==> config.mk <==
export PLATFORM = sky130hd
export DESIGN_NAME = ps2_host_tx_flat
export DESIGN_NICKNAME = d
export VERILOG_FILES = /design/src/rtl/ps2_pkg.sv /design/src/rtl/ps2_host_tx_if.sv /design/src/rtl/ps2_line_filter.sv /design/src/rtl/ps2_host_tx.sv /design/src/flat_wrapper.sv
export SDC_FILE = /design/constraint.sdc
export NUM_CORES = 1
export LEC_CHECK = 0
export BUFFER_PORTS_ARGS = -buffer_cell sky130_fd_sc_hd__buf_2
export CORE_ASPECT_RATIO = 0.5
export CORE_MARGIN = 4
export CORE_UTILIZATION = 47
export DETAILED_ROUTE_END_ITERATION = 16
export PLACE_DENSITY = 0.74
export SLEW_MARGIN = 40
export SYNTH_ARGS = -nofsm -noshare
export SYNTH_HDL_FRONTEND = slang
export SYNTH_HIERARCHICAL = 1
export SYNTH_SLANG_ARGS = --single-unit
==> constraint.sdc <==
create_clock -name clk -period 1.75 [get_ports clk]
set_input_delay 0 -clock clk [delete_from_list [all_inputs] [get_ports clk]]
set_output_delay 0 -clock clk [all_outputs]
set_load 0.01 [all_outputs]
==> src/rtl/ps2_pkg.sv <==
// Shared PS/2 definitions: transmitter state encoding and common host command bytes.
package ps2_pkg;

    typedef enum logic [2:0] {
        IDLE,
        INHIBIT,
        DATA,
        PARITY,
        STOP,
        ACK,
        RELEASE
    } ps2_tx_state_t;

    localparam logic [7:0] CMD_SET_LEDS = 8'hED;
    localparam logic [7:0] CMD_RESET    = 8'hFF;
    localparam logic [7:0] CMD_ECHO     = 8'hEE;

    // PS/2 frames carry odd parity over the eight data bits.
    function automatic logic odd_parity(input logic [7:0] b);
        return ~^b;
    endfunction

endpackage

==> src/rtl/ps2_host_tx_if.sv <==
// Command handshake and open-drain PS/2 pin signals of the host transmitter.
interface ps2_host_tx_if;

    logic       tx_start;
    logic [7:0] tx_data;
    logic       tx_busy;
    logic       tx_done;
    logic       tx_err;
    logic       ps2_clk_i;
    logic       ps2_data_i;
    logic       ps2_clk_oe;
    logic       ps2_data_oe;

    modport slave (
        input  tx_start, tx_data, ps2_clk_i, ps2_data_i,
        output tx_busy, tx_done, tx_err, ps2_clk_oe, ps2_data_oe
    );

    modport master (
        output tx_start, tx_data,
        input  tx_busy, tx_done, tx_err
    );

endinterface

==> src/rtl/ps2_line_filter.sv <==
// Synchronizes the PS/2 pins and debounces the clock line into a one-cycle falling-edge pulse.
module ps2_line_filter #(
    parameter int FILTER_LEN = 8
) (
    input  logic clk,
    input  logic rst,
    input  logic i_clk_pin,
    input  logic i_data_pin,
    output logic o_clk_sync,
    output logic o_data_sync,
    output logic o_fall
);

    localparam int CNT_W = (FILTER_LEN > 1) ? $clog2(FILTER_LEN) : 1;
    localparam logic [CNT_W-1:0] CNT_LAST = CNT_W'(FILTER_LEN - 1);

    logic [1:0]       r_clk_meta;
    logic [1:0]       r_data_meta;
    logic             r_clk_level;
    logic [CNT_W-1:0] r_cnt;
    logic             r_fall;
    logic             w_clk_sync;

    assign w_clk_sync = r_clk_meta[1];

    // A new clock level is accepted only after FILTER_LEN consecutive samples disagree with the old one.
    always_ff @(posedge clk) begin
        if (!rst) begin
            r_clk_meta  <= 2'b11;
            r_data_meta <= 2'b11;
            r_clk_level <= 1'b1;
            r_cnt       <= '0;
            r_fall      <= 1'b0;
        end else begin
            r_clk_meta  <= {r_clk_meta[0], i_clk_pin};
            r_data_meta <= {r_data_meta[0], i_data_pin};
            r_fall      <= 1'b0;
            if (w_clk_sync == r_clk_level) begin
                r_cnt <= '0;
            end else if (r_cnt == CNT_LAST) begin
                r_clk_level <= w_clk_sync;
                r_cnt       <= '0;
                r_fall      <= ~w_clk_sync;
            end else begin
                r_cnt <= r_cnt + 1'b1;
            end
        end
    end

    assign o_clk_sync  = w_clk_sync;
    assign o_data_sync = r_data_meta[1];
    assign o_fall      = r_fall;

endmodule

==> src/rtl/ps2_host_tx.sv <==
// Host-to-device PS/2 transmitter: inhibits the bus, issues a start bit, then shifts one byte
// out on device-generated clock falls and checks the device ACK.
module ps2_host_tx
    import ps2_pkg::*;
#(
    parameter int INHIBIT_CYCLES = 5000,
    parameter int TIMEOUT_CYCLES = 1_000_000,
    parameter int FILTER_LEN     = 8
) (
    input  logic          clk,
    input  logic          rst,
    ps2_host_tx_if.slave  bus
);

    localparam int CNT_MAX = (TIMEOUT_CYCLES > INHIBIT_CYCLES) ? TIMEOUT_CYCLES : INHIBIT_CYCLES;
    localparam int CNT_W   = $clog2(CNT_MAX + 1);
    localparam logic [CNT_W-1:0] INH_LAST = CNT_W'(INHIBIT_CYCLES - 1);
    localparam logic [CNT_W-1:0] INH_END  = CNT_W'(INHIBIT_CYCLES);
    localparam logic [CNT_W-1:0] TMO_LAST = CNT_W'(TIMEOUT_CYCLES - 1);

    ps2_tx_state_t    r_state;
    logic [7:0]       r_shift;
    logic             r_parity;
    logic [2:0]       r_bit_cnt;
    logic [CNT_W-1:0] r_cnt;
    logic             r_busy;
    logic             r_done;
    logic             r_err;
    logic             r_clk_oe;
    logic             r_data_oe;

    logic w_clk_sync;
    logic w_data_sync;
    logic w_fall;
    logic w_timeout;

    ps2_line_filter #(
        .FILTER_LEN (FILTER_LEN)
    ) u_line_filter (
        .clk         (clk),
        .rst         (rst),
        .i_clk_pin   (bus.ps2_clk_i),
        .i_data_pin  (bus.ps2_data_i),
        .o_clk_sync  (w_clk_sync),
        .o_data_sync (w_data_sync),
        .o_fall      (w_fall)
    );

    assign w_timeout = (r_cnt == TMO_LAST) && !w_fall;

    // One counter serves both the inhibit interval and the inter-edge timeout, since they never overlap.
    always_ff @(posedge clk) begin
        if (!rst) begin
            r_state   <= IDLE;
            r_shift   <= '0;
            r_parity  <= 1'b0;
            r_bit_cnt <= '0;
            r_cnt     <= '0;
            r_busy    <= 1'b0;
            r_done    <= 1'b0;
            r_err     <= 1'b0;
            r_clk_oe  <= 1'b0;
            r_data_oe <= 1'b0;
        end else begin
            r_done <= 1'b0;
            r_err  <= 1'b0;
            case (r_state)
                IDLE: begin
                    r_clk_oe  <= 1'b0;
                    r_data_oe <= 1'b0;
                    if (bus.tx_start) begin
                        r_shift   <= bus.tx_data;
                        r_parity  <= odd_parity(bus.tx_data);
                        r_bit_cnt <= '0;
                        r_cnt     <= '0;
                        r_busy    <= 1'b1;
                        r_clk_oe  <= 1'b1;
                        r_state   <= INHIBIT;
                    end
                end
                INHIBIT: begin
                    r_cnt <= r_cnt + 1'b1;
                    if (r_cnt == INH_LAST) begin
                        r_data_oe <= 1'b1;
                    end
                    if (r_cnt == INH_END) begin
                        r_clk_oe <= 1'b0;
                        r_cnt    <= '0;
                        r_state  <= DATA;
                    end
                end
                default: begin
                    if (w_fall) begin
                        r_cnt <= '0;
                    end else begin
                        r_cnt <= r_cnt + 1'b1;
                    end
                    if (w_timeout) begin
                        r_err     <= 1'b1;
                        r_busy    <= 1'b0;
                        r_clk_oe  <= 1'b0;
                        r_data_oe <= 1'b0;
                        r_state   <= IDLE;
                    end else if (r_state == RELEASE) begin
                        if (w_clk_sync && w_data_sync) begin
                            r_done  <= 1'b1;
                            r_busy  <= 1'b0;
                            r_state <= IDLE;
                        end
                    end else if (w_fall) begin
                        // Pulling data low sends a 0, so the enable is the inverted bit.
                        case (r_state)
                            DATA: begin
                                r_data_oe <= ~r_shift[0];
                                r_shift   <= r_shift >> 1;
                                r_bit_cnt <= r_bit_cnt + 1'b1;
                                if (r_bit_cnt == 3'd7) begin
                                    r_state <= PARITY;
                                end
                            end
                            PARITY: begin
                                r_data_oe <= ~r_parity;
                                r_state   <= STOP;
                            end
                            STOP: begin
                                r_data_oe <= 1'b0;
                                r_state   <= ACK;
                            end
                            ACK: begin
                                if (!w_data_sync) begin
                                    r_state <= RELEASE;
                                end else begin
                                    r_err     <= 1'b1;
                                    r_busy    <= 1'b0;
                                    r_clk_oe  <= 1'b0;
                                    r_data_oe <= 1'b0;
                                    r_state   <= IDLE;
                                end
                            end
                            default: ;
                        endcase
                    end
                end
            endcase
        end
    end

    assign bus.tx_busy     = r_busy;
    assign bus.tx_done     = r_done;
    assign bus.tx_err      = r_err;
    assign bus.ps2_clk_oe  = r_clk_oe;
    assign bus.ps2_data_oe = r_data_oe;

endmodule

==> src/flat_wrapper.sv <==
// flat-port wrapper written by rule: the top's interface ports become plain ports
module ps2_host_tx_flat import ps2_pkg::*;
#(
    parameter int INHIBIT_CYCLES = 5000,
    parameter int TIMEOUT_CYCLES = 1_000_000,
    parameter int FILTER_LEN     = 8
)
  (clk, rst, bus_tx_start, bus_tx_data, bus_ps2_clk_i, bus_ps2_data_i, bus_tx_busy, bus_tx_done, bus_tx_err, bus_ps2_clk_oe, bus_ps2_data_oe);
  ps2_host_tx_if bus_i ();
  input  logic clk;
  input  logic rst;
  input wire logic [$bits(bus_i.tx_start)-1:0] bus_tx_start;
  input wire logic [$bits(bus_i.tx_data)-1:0] bus_tx_data;
  input wire logic [$bits(bus_i.ps2_clk_i)-1:0] bus_ps2_clk_i;
  input wire logic [$bits(bus_i.ps2_data_i)-1:0] bus_ps2_data_i;
  output wire logic [$bits(bus_i.tx_busy)-1:0] bus_tx_busy;
  output wire logic [$bits(bus_i.tx_done)-1:0] bus_tx_done;
  output wire logic [$bits(bus_i.tx_err)-1:0] bus_tx_err;
  output wire logic [$bits(bus_i.ps2_clk_oe)-1:0] bus_ps2_clk_oe;
  output wire logic [$bits(bus_i.ps2_data_oe)-1:0] bus_ps2_data_oe;
  assign bus_i.tx_start = bus_tx_start;
  assign bus_i.tx_data = bus_tx_data;
  assign bus_i.ps2_clk_i = bus_ps2_clk_i;
  assign bus_i.ps2_data_i = bus_ps2_data_i;
  assign bus_tx_busy = bus_i.tx_busy;
  assign bus_tx_done = bus_i.tx_done;
  assign bus_tx_err = bus_i.tx_err;
  assign bus_ps2_clk_oe = bus_i.ps2_clk_oe;
  assign bus_ps2_data_oe = bus_i.ps2_data_oe;
  ps2_host_tx #(.INHIBIT_CYCLES(INHIBIT_CYCLES), .TIMEOUT_CYCLES(TIMEOUT_CYCLES), .FILTER_LEN(FILTER_LEN)) u_core (.clk(clk), .rst(rst), .bus(bus_i));
endmodule
[Word-level counts from Yosys, hierarchy flattened]
Cells that the tools add are included.
Operators by class
  mux-type cells: 51
  bitwise logic cells: 8
  add/subtract/negate cells: 3
  div/mod/pow operators: 0
  reductions and logical operators: 27
  $mul: 0
  $lt $le $gt $ge: 0
  shifts and indexed selects: 0
  eq/ne operators: 22
Operator list (number)
  20-bit two-way mux: 3
  20-bit by 13-bit == test with 1-bit output (second input constant): 2
  8-bit two-way mux: 5
  20-bit one-hot mux with 2 select lines: 1
  3-bit two-way mux: 13
  4-bit nonzero test: 6
  1-bit two-way mux: 21
  20-bit by 1-bit adder with 20-bit output (second input constant): 1
  20-bit == test (second input constant): 1
  6-bit AND reduction: 3
  8-bit one-hot mux with 2 select lines: 1
  3-bit == test (second input constant): 5
  3-bit one-hot mux with 2 select lines: 2
  3-bit one-hot mux with 4 select lines: 1
  5-bit by 4-bit != test with 1-bit output (second input constant): 2
  5-bit AND reduction: 2
  3-bit OR reduction: 3
  4-bit by 3-bit != test with 1-bit output (second input constant): 2
  1-bit inverter: 8
  8-bit nonzero test: 1
  8-bit XNOR reduction: 1
  7-bit nonzero test: 1
  3-bit by 1-bit adder with 3-bit output (second input constant): 2
  3-bit by 2-bit == test with 1-bit output (second input constant): 2
  14 further kinds: 22
Storage, ports and cells
  memory bits (read-only): 0
  memories kept: 0
  bits of input ports: 13
  register bits: 49
  bits in writable memories: 0
  word-level logic and storage cells: 126
  output and inout bits: 5
  latch bits: 0

[Longest topological paths before layout]
Gate-level depths: netlist of run 1.
  depth in word-level cells: 7
  depth in mapped cells: 8
  gate-level depth less buffers: 7

[By module]
Netlist of run 1, hierarchy kept.
Modules (own cells, without submodules)
  ps2_host_tx: seq. area each 800.8 um2, cells an instance 266, area each 2267.2 um2, instances 1
  ps2_line_filter: seq. area each 180.2 um2, cells an instance 22, area each 297.8 um2, instances 1

[Worst setup path after synthesis of run 1]
OpenSTA, ideal clock, no wires.
  path kind: register -> register
  from: register u_core.r_cnt[1]
  to: register u_core.r_state[0]
  required time: 1633 ps
  stages on the path, launching flop included: 7
  slack: -76 ps
  buffers on the path: 0
  period minus slack after synthesis: 1826 ps
  setup time: 117 ps
  arrival: 1709 ps
  cells stage by stage: dfxtp_1 > ha_1 > nand3_2 > or2_4 > nor4_4 > o211ai_1 > a32o_2
Between the ends
  word-level cells in the longest chain between the ends: 4
  elaborated cells on any way between the ends: 11
  those cells by class: 5 x eq/ne; 2 x mux; 4 x reduce/logical
Ends and longest elaborated chain
  start, declared: line ps2_host_tx.sv:25  | logic [CNT_W-1:0] r_cnt;
  start signal, assigned: line ps2_host_tx.sv:82  | r_cnt <= r_cnt + 1'b1;
  start signal, assigned: line ps2_host_tx.sv:96  | r_cnt <= r_cnt + 1'b1;
  20-bit == test: line ps2_host_tx.sv:49  | assign w_timeout = (r_cnt == TMO_LAST) && !w_fall;
  1-bit logical AND: line ps2_host_tx.sv:49
  6-bit by 1-bit != test with 1-bit output (no source line), or another cell as far along
  6-bit AND reduction (no source line) / 3-bit one-hot mux with 2 select lines (equally long branches)
  end signal, assigned: line ps2_host_tx.sv:54  | r_state <= IDLE;
  end signal, assigned: line ps2_host_tx.sv:78  | r_state <= INHIBIT;
  end signal, assigned: line ps2_host_tx.sv:89  | r_state <= DATA;
  end, declared: line ps2_host_tx.sv:21  | ps2_tx_state_t r_state;
Several ways; a longest one is shown, not always the timed one.
A chain may end at the register's enable or synchronous reset.

[Worst setup path in the final report of run 1]
  from: register u_core.r_cnt[7]
  to: register u_core.r_state[0]
The elaborated chain is that of the path after synthesis.

==> run_results.csv, run 1 <==
group,metric,value,unit
status,outcome,"finished with violations",
status,failing_checks,"negative setup slack",
critical_path,startpoint_type,"register",
placement,place_congestion,0.861,
critical_path,cp.arrival,2.00,ns
routing,ant_nets,0,
clock_tree,path_clk_slew,0.10,ns
timing,fin_hold_ws,0.0428,ns
critical_path,worst_path_largest_cell_delay,0.36,ns
synthesis,number_of_synthesis_warnings,6,
synthesis,yosysSeqAreaShare,0.382,
routing,post-route-drc-count,0,
critical_path,cp_cell_sequence,"nor4_2 > nand3_1 > nor4_4 > buf_4 > a21oi_1 > a32o_2",
timing,report.final.hold_viol_count,0,
routing,via_per_inst,5.46,
layout,layout-drive-gt1-share,0.306,
timing,setup_slack,-0.0325,ns
synthesis,dominantRegCellSynth,"dfxtp_1",
floorplanning,row_count,18,
layout,fin_nets,361,
layout,top_library_cells_by_usage_in_the_layout_fill_and_taps_aside,"dfxtp_1 (42), buf_4 (40), nor2_1 (39)",
clock_tree,cts.sinks,49,
critical_path,cp_max_fo,3,
grt,global_route.overflow_total,0,
routing,wl_per_cell,14.0,um
layout,diodes,0,
placement,numPortBuffers,17,
synthesis,netlist_instances,288,
floorplanning,die_w,112,um
timing,fin_worst_skew,0.0113,ns
floorplanning,coreArea,0.00509,mm2
critical_path,critPathTopFamily,"simple AND/OR/NAND/NOR gates",
synthesis,synthDistinctLibCells,57,
power_and_ir_drop,cellPowerDensity,1070,mW/mm2
timing,layout_worst_path_cycle_share,1.02,
grt,grt_usage,0.180,
timing,setup_viol,3,
routing,routed_wl,5780,um
timing,max_freq,561,MHz
synthesis,post_synth_instance_area,0.00256,mm2
grt,vias_in_the_first_global_route,2239,
synthesis,avgSynthCellArea,8.91,um2
placement,dpl_worst_slack,-0.140,ns
synthesis,postSynthNetCount,307,
placement,dp_hpwl,4040,um
floorplanning,boundaryPins,18,
worst_hold_path,min_path_type,"primary input to register",
critical_path,critPathSlowestCell,"dfxtp_1",
clock_tree,cts_tree,"built",
routing,drt_iter0_markers,79,
critical_path,critical_path_required,1.96,ns
timing,max_slew_margin,0.725,
power_and_ir_drop,static-leakage-power,0.00127,uW
layout,flow.area_growth_from_synthesis,27.9,%
critical_path,count_of_buffering_cells_on_the_critical_path_with_inverters_included,1,
placement,placed_cells,396,
timing,worstMarginPinSlew,0.410,ns
layout,final_common_cell,"dfxtp_1",
timing,final.setup.tns,-0.0856,ns
critical_path,worst_setup_path_end_kind,"register",
clock_tree,cts.path.max_buffers,2,
job,drv_cap,0,
synthesis,ys_ff_latch,49,
grt,global_route.usage.met1,0.223,
critical_path,setup_cp_type,"register to register",
floorplanning,die_area,0.00677,mm2
grt,grt.met2_usage,0.318,
routing,drtPass1Iterations,4,
clock_tree,clockRootBuffer,"clkbuf_8",
routing,dr_total_vias,2256,
grt,grt_first_pass_wirelength,9960,um
grt,grt-busiest-layer,"met2",
timing,grt_setup_unrepaired,"yes",
synthesis,asyncSetResetFlopFracSynth,0,
clock_tree,cts_made_buffers,5,
floorplanning,die_h,60.2,um
layout,final_cell_count_no_fill,413,
synthesis,number_of_synthesized_flops_with_an_enable_pin,0,
grt,met3_usage,0.0344,
floorplanning,initial_core_util,0.504,
grt,initial_antenna_violation_count,0,
power_and_ir_drop,vdd_ir_drop_max,0.000629,V
clock_tree,htree_levels,2,
timing,final_max_slew_viol_count,0,
grt,grt_start_max_net_pins,19,
clock_tree,worst_skew_pair.late_latency,0.31,ns
timing,final_period_minus_worst_setup_slack,1.78,ns
==> power by group <==
group	internal, uW	switching, uW	total, uW	leakage (uW)
Combinational	630	720	1350	0.000805
Sequential	1250	97.5	1350	0.000403
Clock	429	397	825	0.0000585
==> flip-flops by register name (all words and copies together) (netlist names), 2 cells and up <==
register / flops
u_core/u_line_filter/r_clk_meta: 2
u_core/u_line_filter/r_cnt: 3
u_core/r_state: 3
u_core/r_bit_cnt: 3
u_core/r_shift: 8
u_core/u_line_filter/r_data_meta: 2
u_core/r_cnt: 20
==> tightest hold or removal path, stage by stage <==
cell	delay, ns
buf_2	0.11
mux2i_1	0.12
a211oi_1	0.08
==> per-layer routing <==
| layer | vias to the layer above | share of wire |
|---|---|---|
| li1 | 1143 | - |
| met1 | 1055 | 0.46 |
| met3 | 6 | 0.048 |
| met2 | 52 | 0.49 |
| met5 | - | 0 |
| met4 | 0 | 0.011 |
==> final cells by class <==
type,instances,area [um2]
clock buffers,5,68.8
clock inverters,3,43.8
fillers,404,1810
inverters,7,26.3
multi-input cells,216,1610
flip-flops and latches,49,995
well taps,70,87.6
repair buffers,63,448
==> kinds of logic (layout without fill, tap and decap cells) <==
family                     Yosys count  in the layout  synth area share
muxes                               13             13            0.0507
xor gates and xnor gates            21             21            0.0717
adders and majority gates            6              6            0.0293
and+or+nand+nor                    130            130             0.295
buffers and inverters               23             78            0.0424
AOI/OAI and AO/OA                   46             46             0.129
DFF                                 49             49             0.382
==> cells in the mapped netlist (all sizes together) (2+ instances only) <==
library cell | instances | area (um2)
nor3 | 7 | 40.0
mux2i | 13 | 130
and4 | 3 | 27.5
a22oi | 7 | 52.6
a211o | 3 | 26.3
inv | 6 | 22.5
nor4 | 8 | 77.6
nor3b | 2 | 15.0
a31o | 2 | 17.5
dfxtp | 49 | 981
nor2 | 39 | 146
a21oi | 11 | 55.1
and4bb | 2 | 25.0
xor2 | 8 | 70.1
clkbuf | 4 | 16.3
xnor2 | 13 | 114
nor2b | 4 | 25.0
a211oi | 7 | 52.6
nand3 | 14 | 75.1
o21ai | 4 | 20.0
nand3b | 4 | 30.0
nand2b | 10 | 62.6
ha | 6 | 75.1
nor4b | 4 | 50.1
nand2 | 17 | 66.3
nand4 | 8 | 50.1
o22ai | 3 | 18.8
buf | 12 | 66.3
==> metrics by stage <==
step | instance area (um2) | util | power [uW]
after floorplan | 2590 | - | 2330
after global placement | 2960 | 0.581 | 2600
after detailed placement | 2960 | 0.581 | 2620
after CTS | 3160 | 0.620 | 3480
after global routing | 3280 | 0.644 | 3770
final | 3280 | 0.644 | 3520
==> worst paths after layout <==
kind                                                               startpoint                                             to  slack, ns  cells after the start
worst max-delay path                             u_core/r_cnt[7]$_SDFFE_PN0N_                 u_core/r_state[0]$_SDFFE_PN0P_      -0.03                      6
worst min-delay path                                           bus_tx_data[3]                 u_core/r_shift[3]$_SDFFE_PN0P_       0.04                      3
worst max register to register                   u_core/r_cnt[7]$_SDFFE_PN0N_                 u_core/r_state[0]$_SDFFE_PN0P_      -0.03                      6
worst min register to register  u_core/u_line_filter/r_clk_meta[0]$_SDFF_PN1_  u_core/u_line_filter/r_clk_meta[1]$_SDFF_PN1_       0.42                      1
==> repair_timing <==
item | CTS | global route
endpoints found under the hold margin | 4 | 0
pin swaps | 1 | 14
hold buffers | 4 | 0
endpoints found under the setup margin | 24 | 25
buffers inserted | 2 | 3
resized for setup | 7 | 20
Power figures use the tool's default switching activity.
==> inputs of run 2 (changes only) <==
--- a/config.mk
+++ b/config.mk
@@ -10,7 +10,7 @@
 export CORE_MARGIN = 4
 export CORE_UTILIZATION = 47
 export DETAILED_ROUTE_END_ITERATION = 16
-export PLACE_DENSITY = 0.74
+export PLACE_DENSITY = 0.72
 export SLEW_MARGIN = 40
 export SYNTH_ARGS = -nofsm -noshare
 export SYNTH_HDL_FRONTEND = slang
==> constraint.sdc (replaced) <==
create_clock -name clk -period 2.2 [get_ports clk]
set_input_delay 0 -clock clk [delete_from_list [all_inputs] [get_ports clk]]
set_output_delay 0 -clock clk [all_outputs]
set_load 0.01 [all_outputs]
==> run 2 against run 1 <==
The flow now finishes without violations. Critical path type unchanged. Largest cell class unchanged. Combinational power shrank 24%. Critical path depth grew 1. Clock skew shrank 0.0074 ns.
==> run_results.csv, run 2 (synthesis gave the netlist of run 1 again) <==
group,metric,value,unit
status,outcome,"finished clean",
clock_tree,path_clk_slew,0.09,ns
timing,worstMarginPinSlew,0.537,ns
layout,top_library_cells_by_usage_in_the_layout_fill_and_taps_aside,"dfxtp_1 (49), nor2_1 (39), buf_2 (17)",
floorplanning,row_count,18,
power_and_ir_drop,p_comb_frac,0.390,
critical_path,startpoint_type,"register",
job,drv_cap,0,
timing,final.setup.tns,0,ns
layout,fill_cells,468,
layout,multi_input_comb_area,0.00149,mm2
timing,grt_setup_unrepaired,"no",
floorplanning,die_area,0.00677,mm2
floorplanning,die_w,112,um
grt,initial_antenna_violation_count,0,
grt,grt_first_pass_wirelength,9100,um
timing,final_period_minus_worst_setup_slack,1.97,ns
critical_path,cp_max_fo,8,
layout,largest_register_ff_count,20,
worst_hold_path,min_delay_worst_endpoint,"u_core/r_parity$_SDFFE_PN0P_",
routing,drt_iter0_markers,159,
power_and_ir_drop,fin_total_pwr,2630,uW
critical_path,r2r_slack,0.23,ns
routing,ant_nets,0,
layout,fin_nets,334,
grt,global_route.overflow_total,0,
clock_tree,htree_levels,2,
placement,place_congestion,0.848,
timing,report.final.hold_viol_count,0,
timing,max_slew_margin,0.640,
power_and_ir_drop,total_switching_power,929,uW
grt,grt_usage,0.166,
timing,layout_worst_path_cycle_share,0.897,
timing,max_freq,507,MHz
clock_tree,cts_tree,"built",
routing,dr_total_vias,2167,
clock_tree,clockRootBuffer,"clkbuf_8",
routing,post-route-drc-count,0,
layout,largest_register,"u_core/r_cnt",
critical_path,critical_path_required,2.40,ns
power_and_ir_drop,clock_power_share,0.206,
power_and_ir_drop,internal_power,1700,uW
worst_hold_path,worst_hold_launch,"bus_tx_start",
placement,dp_hpwl,3680,um
floorplanning,die_h,60.2,um
clock_tree,cts_made_buffers,5,
clock_tree,cts.path.max_buffers,2,
power_and_ir_drop,static-leakage-power,0.00108,uW
layout,regs_by_ff_count,"u_core/r_cnt x20, u_core/r_shift x8",
floorplanning,boundaryPins,18,
floorplanning,initial_core_util,0.504,
critical_path,cp.arrival,2.18,ns
critical_path,worst_setup_path_end_kind,"register",
critical_path,setup_cp_type,"register to register",
layout,seq_area,981,um2
layout,flow.area_growth_from_synthesis,13.6,%
routing,drtPass1Iterations,4,
placement,numPortBuffers,17,
power_and_ir_drop,cellPowerDensity,901,mW/mm2
routing,wl_per_cell,13.6,um
layout,layout-drive-gt1-share,0.175,
power_and_ir_drop,vdd_ir_drop_max,0.000507,V
critical_path,r2r_cells,7,
grt,vias_in_the_first_global_route,2042,
timing,final_max_slew_viol_count,0,
worst_hold_path,timing.hold.worst_path_depth,3,
clock_tree,worst_skew_pair.late_latency,0.30,ns
critical_path,timing.rr.end,"u_core/r_state[0]$_SDFFE_PN0P_",
floorplanning,coreArea,0.00509,mm2
clock_tree,cts.sinks,49,
grt,grt_start_max_net_pins,20,
power_and_ir_drop,power.share.sequential,0.404,
layout,diodes,0,
routing,via_per_inst,5.63,
layout,final_common_cell,"dfxtp_1",
timing,fin_worst_skew,0.00388,ns
worst_hold_path,min_path_type,"primary input to register",
routing,routed_wl,5230,um
timing,setup_viol,0,
critical_path,timing.rr.start,"u_core/r_cnt[1]$_SDFFE_PN0N_",
power_and_ir_drop,swShare,0.354,
run 2: cell types whose count changed in the layout (fill, tap and decap cells not counted), moves of 2 or more:
cell / before / now
nor4_1: 1 / 4
buf_4: 40 / 13
a21oi_1: 9 / 11
nor4b_1: 1 / 3
dfxtp_4: 2 / 0
nor4_2: 5 / 2
buf_6: 2 / 0
dfxtp_1: 42 / 49
dfxtp_2: 5 / 0
dlygate4sd3_1: 4 / 6
run 2: final cells by class:
| class | instances | share of cell area |
|---|---|---|
| flip-flops and latches | 49 | 0.337 |
| multi-input cells | 216 | 0.511 |
| well taps | 70 | 0.0301 |
| inverters | 7 | 0.00902 |
| clock buffers | 7 | 0.0296 |
| repair buffers | 36 | 0.0833 |
run 2: worst max-delay path, cell delays in order (launching register included):
cell,delay (ns)
dfxtp_1,0.37
ha_1,0.23
nand3_2,0.14
or2_4,0.31
nor4_4,0.26
buf_4,0.20
o211ai_1,0.11
a32o_2,0.26
run 2: routing by layer:
metal  global-route usage  part of all wire  vias up
met2                0.274              0.46       38
met4               0.0736             0.021        0
li1                     -                 -     1089
met3               0.0324             0.037       10
met5                    0                 0        -
met1                0.214              0.48     1030
run 2: timing repair:
action | 4_1_cts | 5_1_grt
hold endpoints to repair | 6 | 0
hold buffers | 6 | 0
endpoints found under the setup margin | 0 | 2
gates resized for setup | 0 | 1
setup buffers | 0 | 2
run 2: per-stage QoR:
| stage | setup slack (ns) | hold slack [ns] | cells | instance area, um2 | utilization |
|---|---|---|---|---|---|
| after floorplan | 0.374 | 0.0619 | 288 | 2560 | - |
| after global placement | 0.235 | 0.181 | 370 | 2740 | 0.538 |
| after detailed placement | 0.145 | 0.183 | 370 | 2740 | 0.538 |
| after CTS | 0.133 | 0.00462 | 383 | 2880 | 0.567 |
| after global routing | 0.0261 | 0.0416 | 385 | 2910 | 0.573 |
| final | 0.227 | 0.0291 | 385 | 2910 | 0.573 |
run 2: power groups by stage:
| stage | clock network, uW | logic, uW | registers [uW] |
|---|---|---|---|
| floorplan | 0 | 776 | 1070 |
| global placement | 0 | 965 | 1070 |
| detailed placement | 0 | 1000 | 1080 |
| CTS | 562 | 1010 | 1050 |
| global route | 593 | 1130 | 1080 |
| finish | 541 | 1020 | 1060 |
run 2: worst max path at each step:
stage                     cells after the start                    startpoint                              end  slack, ns
after floorplan                               6  u_core/r_cnt[1]$_SDFFE_PN0N_   u_core/r_state[0]$_SDFFE_PN0P_       0.37
after CTS                                     6  u_core/r_cnt[1]$_SDFFE_PN0N_   u_core/r_state[0]$_SDFFE_PN0P_       0.13
after global placement                        6  u_core/r_cnt[1]$_SDFFE_PN0N_  u_core/bus.tx_busy$_SDFFE_PN0P_       0.24
after global routing                          5  u_core/r_cnt[7]$_SDFFE_PN0N_    u_core/r_cnt[18]$_SDFFE_PN0N_       0.03
final                                         7  u_core/r_cnt[1]$_SDFFE_PN0N_   u_core/r_state[0]$_SDFFE_PN0P_       0.23
after detailed placement                      6  u_core/r_cnt[1]$_SDFFE_PN0N_   u_core/r_state[0]$_SDFFE_PN0P_       0.14
==> inputs of run 3 (changes only) <==
==> constraint.sdc (replaced) <==
create_clock -name clk -period 2.2 [get_ports clk]
set_input_delay 0.44 -clock clk [delete_from_list [all_inputs] [get_ports clk]]
set_output_delay 0.44 -clock clk [all_outputs]
set_load 0.01 [all_outputs]
==> run 3 against run 2 <==
Via count down 3.0%. Sequential power about the same. Final cell count down 1.0%. Wire length down 0.97%. Setup slack worse by 0.026 ns. Fmax down 1.3%. Clock power up 4%.
==> run_results.csv, run 3 (synthesis gave the netlist of run 1 again) <==
group,metric,value,unit
job,drv_cap,0,
placement,dpl_worst_slack,0.113,ns
critical_path,cp_max_fo,8,
timing,max_slew_margin,0.433,
layout,regs_by_ff_count,"u_core/r_cnt x20, u_core/r_shift x8",
clock_tree,cts_hold_buffers,0,
grt,vias_in_the_first_global_route,1986,
floorplanning,die_area,0.00677,mm2
power_and_ir_drop,total_switching_power,927,uW
placement,place_congestion,0.822,
routing,routed_wl,5180,um
power_and_ir_drop,swShare,0.354,
layout,largest_register,"u_core/r_cnt",
layout,largest_register_ff_count,20,
layout,flow.area_growth_from_synthesis,11.6,%
clock_tree,cts.sinks,49,
critical_path,critical_path_required,2.40,ns
routing,via_per_inst,5.52,
grt,initial_antenna_violation_count,0,
power_and_ir_drop,p_comb_frac,0.381,
routing,drt_iter0_markers,85,
timing,grt_setup_unrepaired,"no",
clock_tree,htree_levels,2,
layout,fill_cells,469,
critical_path,cp.arrival,2.20,ns
power_and_ir_drop,cellPowerDensity,914,mW/mm2
routing,dr_total_vias,2103,
routing,highest_layer,"met4",
timing,setup_viol,0,
status,outcome,"finished clean",
timing,fin_worst_skew,0.0102,ns
power_and_ir_drop,static-leakage-power,0.00107,uW
clock_tree,cts_tree,"built",
routing,met3WireLength,192,um
timing,layout_worst_path_cycle_share,0.909,
layout,top_library_cells_by_usage_in_the_layout_fill_and_taps_aside,"dfxtp_1 (49), nor2_1 (39), buf_2 (17)",
critical_path,worst_setup_path_end_kind,"register",
timing,worstMarginPinSlew,0.843,ns
critical_path,setup_cp_type,"register to register",
placement,dp_hpwl,3730,um
timing,final_period_minus_worst_setup_slack,2.00,ns
grt,grt_usage,0.159,
floorplanning,initial_core_util,0.504,
power_and_ir_drop,power.share.sequential,0.404,
floorplanning,row_count,18,
timing,max_freq,500,MHz
grt,grt_start_max_net_pins,20,
clock_tree,path_clk_slew,0.09,ns
grt,global_route.overflow_total,0,
critical_path,startpoint_type,"register",
placement,placed_cells,372,
layout,layout-drive-gt1-share,0.186,
timing,final.setup.tns,0,ns
grt,grt_first_pass_wirelength,8800,um
floorplanning,boundaryPins,18,
clock_tree,cts.path.max_buffers,2,
layout,diodes,0,
routing,ant_nets,0,
power_and_ir_drop,clock_power_share,0.215,
floorplanning,die_h,60.2,um
power_and_ir_drop,internal_power,1690,uW
routing,drtPass1Iterations,4,
layout,fin_nets,329,
layout,final_cell_count_no_fill,381,
timing,setup_slack,0.200,ns
layout,final_common_cell,"dfxtp_1",
floorplanning,die_w,112,um
floorplanning,coreArea,0.00509,mm2
routing,wl_met1,2580,um
routing,routed-wl-met2,2360,um
routing,post-route-drc-count,0,
placement,numPortBuffers,17,
clock_tree,worst_skew_pair.late_latency,0.30,ns
timing,final_max_slew_viol_count,0,
power_and_ir_drop,vdd_ir_drop_max,0.000503,V
routing,wl_per_cell,13.6,um
clock_tree,clockRootBuffer,"clkbuf_8",
clock_tree,cts_made_buffers,5,
worst_hold_path,min_path_type,"primary input to register",
timing,report.final.hold_viol_count,0,
## run 3: final cells by class
class	count	area [um2]	share of cell area
Multi-Input combinational cell	216	1480	0.517
Inverter	7	26.3	0.00918
Clock inverter	2	13.8	0.00481
Clock buffer	6	82.6	0.0288
Sequential cell	49	981	0.343
Tap cell	70	87.6	0.0306
Timing Repair Buffer	31	190	0.0664
## run 3: critical path, stage by stage (launching register included)
cell and delay, ns:
dfxtp_1 0.38, ha_1 0.25, nand3_2 0.15, or2_4 0.31
nor4_4 0.26, buf_4 0.20, o211ai_1 0.10, a32o_2 0.25
## run 3: power groups by stage
stage	combinational, uW	sequential, uW	clock (uW)
2_1_floorplan	776	1070	0
3_3_place_gp	959	1070	0
3_5_place_dp	991	1080	0
4_1_cts	998	1060	579
5_1_grt	1100	1070	609
6_report	998	1060	561
## run 3: through the flow
stage	hold slack, ns	power (uW)	util	area [um2]
floorplan	0.386	1840	-	2560
global placement	0.393	2030	0.541	2750
detailed placement	0.396	2070	0.541	2750
CTS	0.305	2630	0.560	2850
global route	0.306	2780	0.562	2860
finish	0.310	2620	0.562	2860
## run 3: metal layers
metal,GRT usage,vias up
met3,0.0344,5
met1,0.196,996
li1,-,1075
met4,0.0514,0
met5,0,-
met2,0.282,27
## run 3: repair_timing
action | 4_1_cts | 5_1_grt
endpoints found under the setup margin | 0 | 4
hold endpoints to repair | 0 | 0
gates resized for setup | 0 | 1
setup buffers | 0 | 1
## run 3: worst paths after layout
kind                                                       from  slack [ns]                                       endpoint  cells after the start
setup / recovery                   u_core/r_cnt[1]$_SDFFE_PN0N_        0.20                 u_core/r_state[0]$_SDFFE_PN0P_                      7
hold / removal                                    bus_ps2_clk_i        0.31  u_core/u_line_filter/r_clk_meta[0]$_SDFF_PN1_                      2
setup reg to reg                   u_core/r_cnt[1]$_SDFFE_PN0N_        0.20                 u_core/r_state[0]$_SDFFE_PN0P_                      7
hold reg to reg   u_core/u_line_filter/r_clk_meta[0]$_SDFF_PN1_        0.42  u_core/u_line_filter/r_clk_meta[1]$_SDFF_PN1_                      1
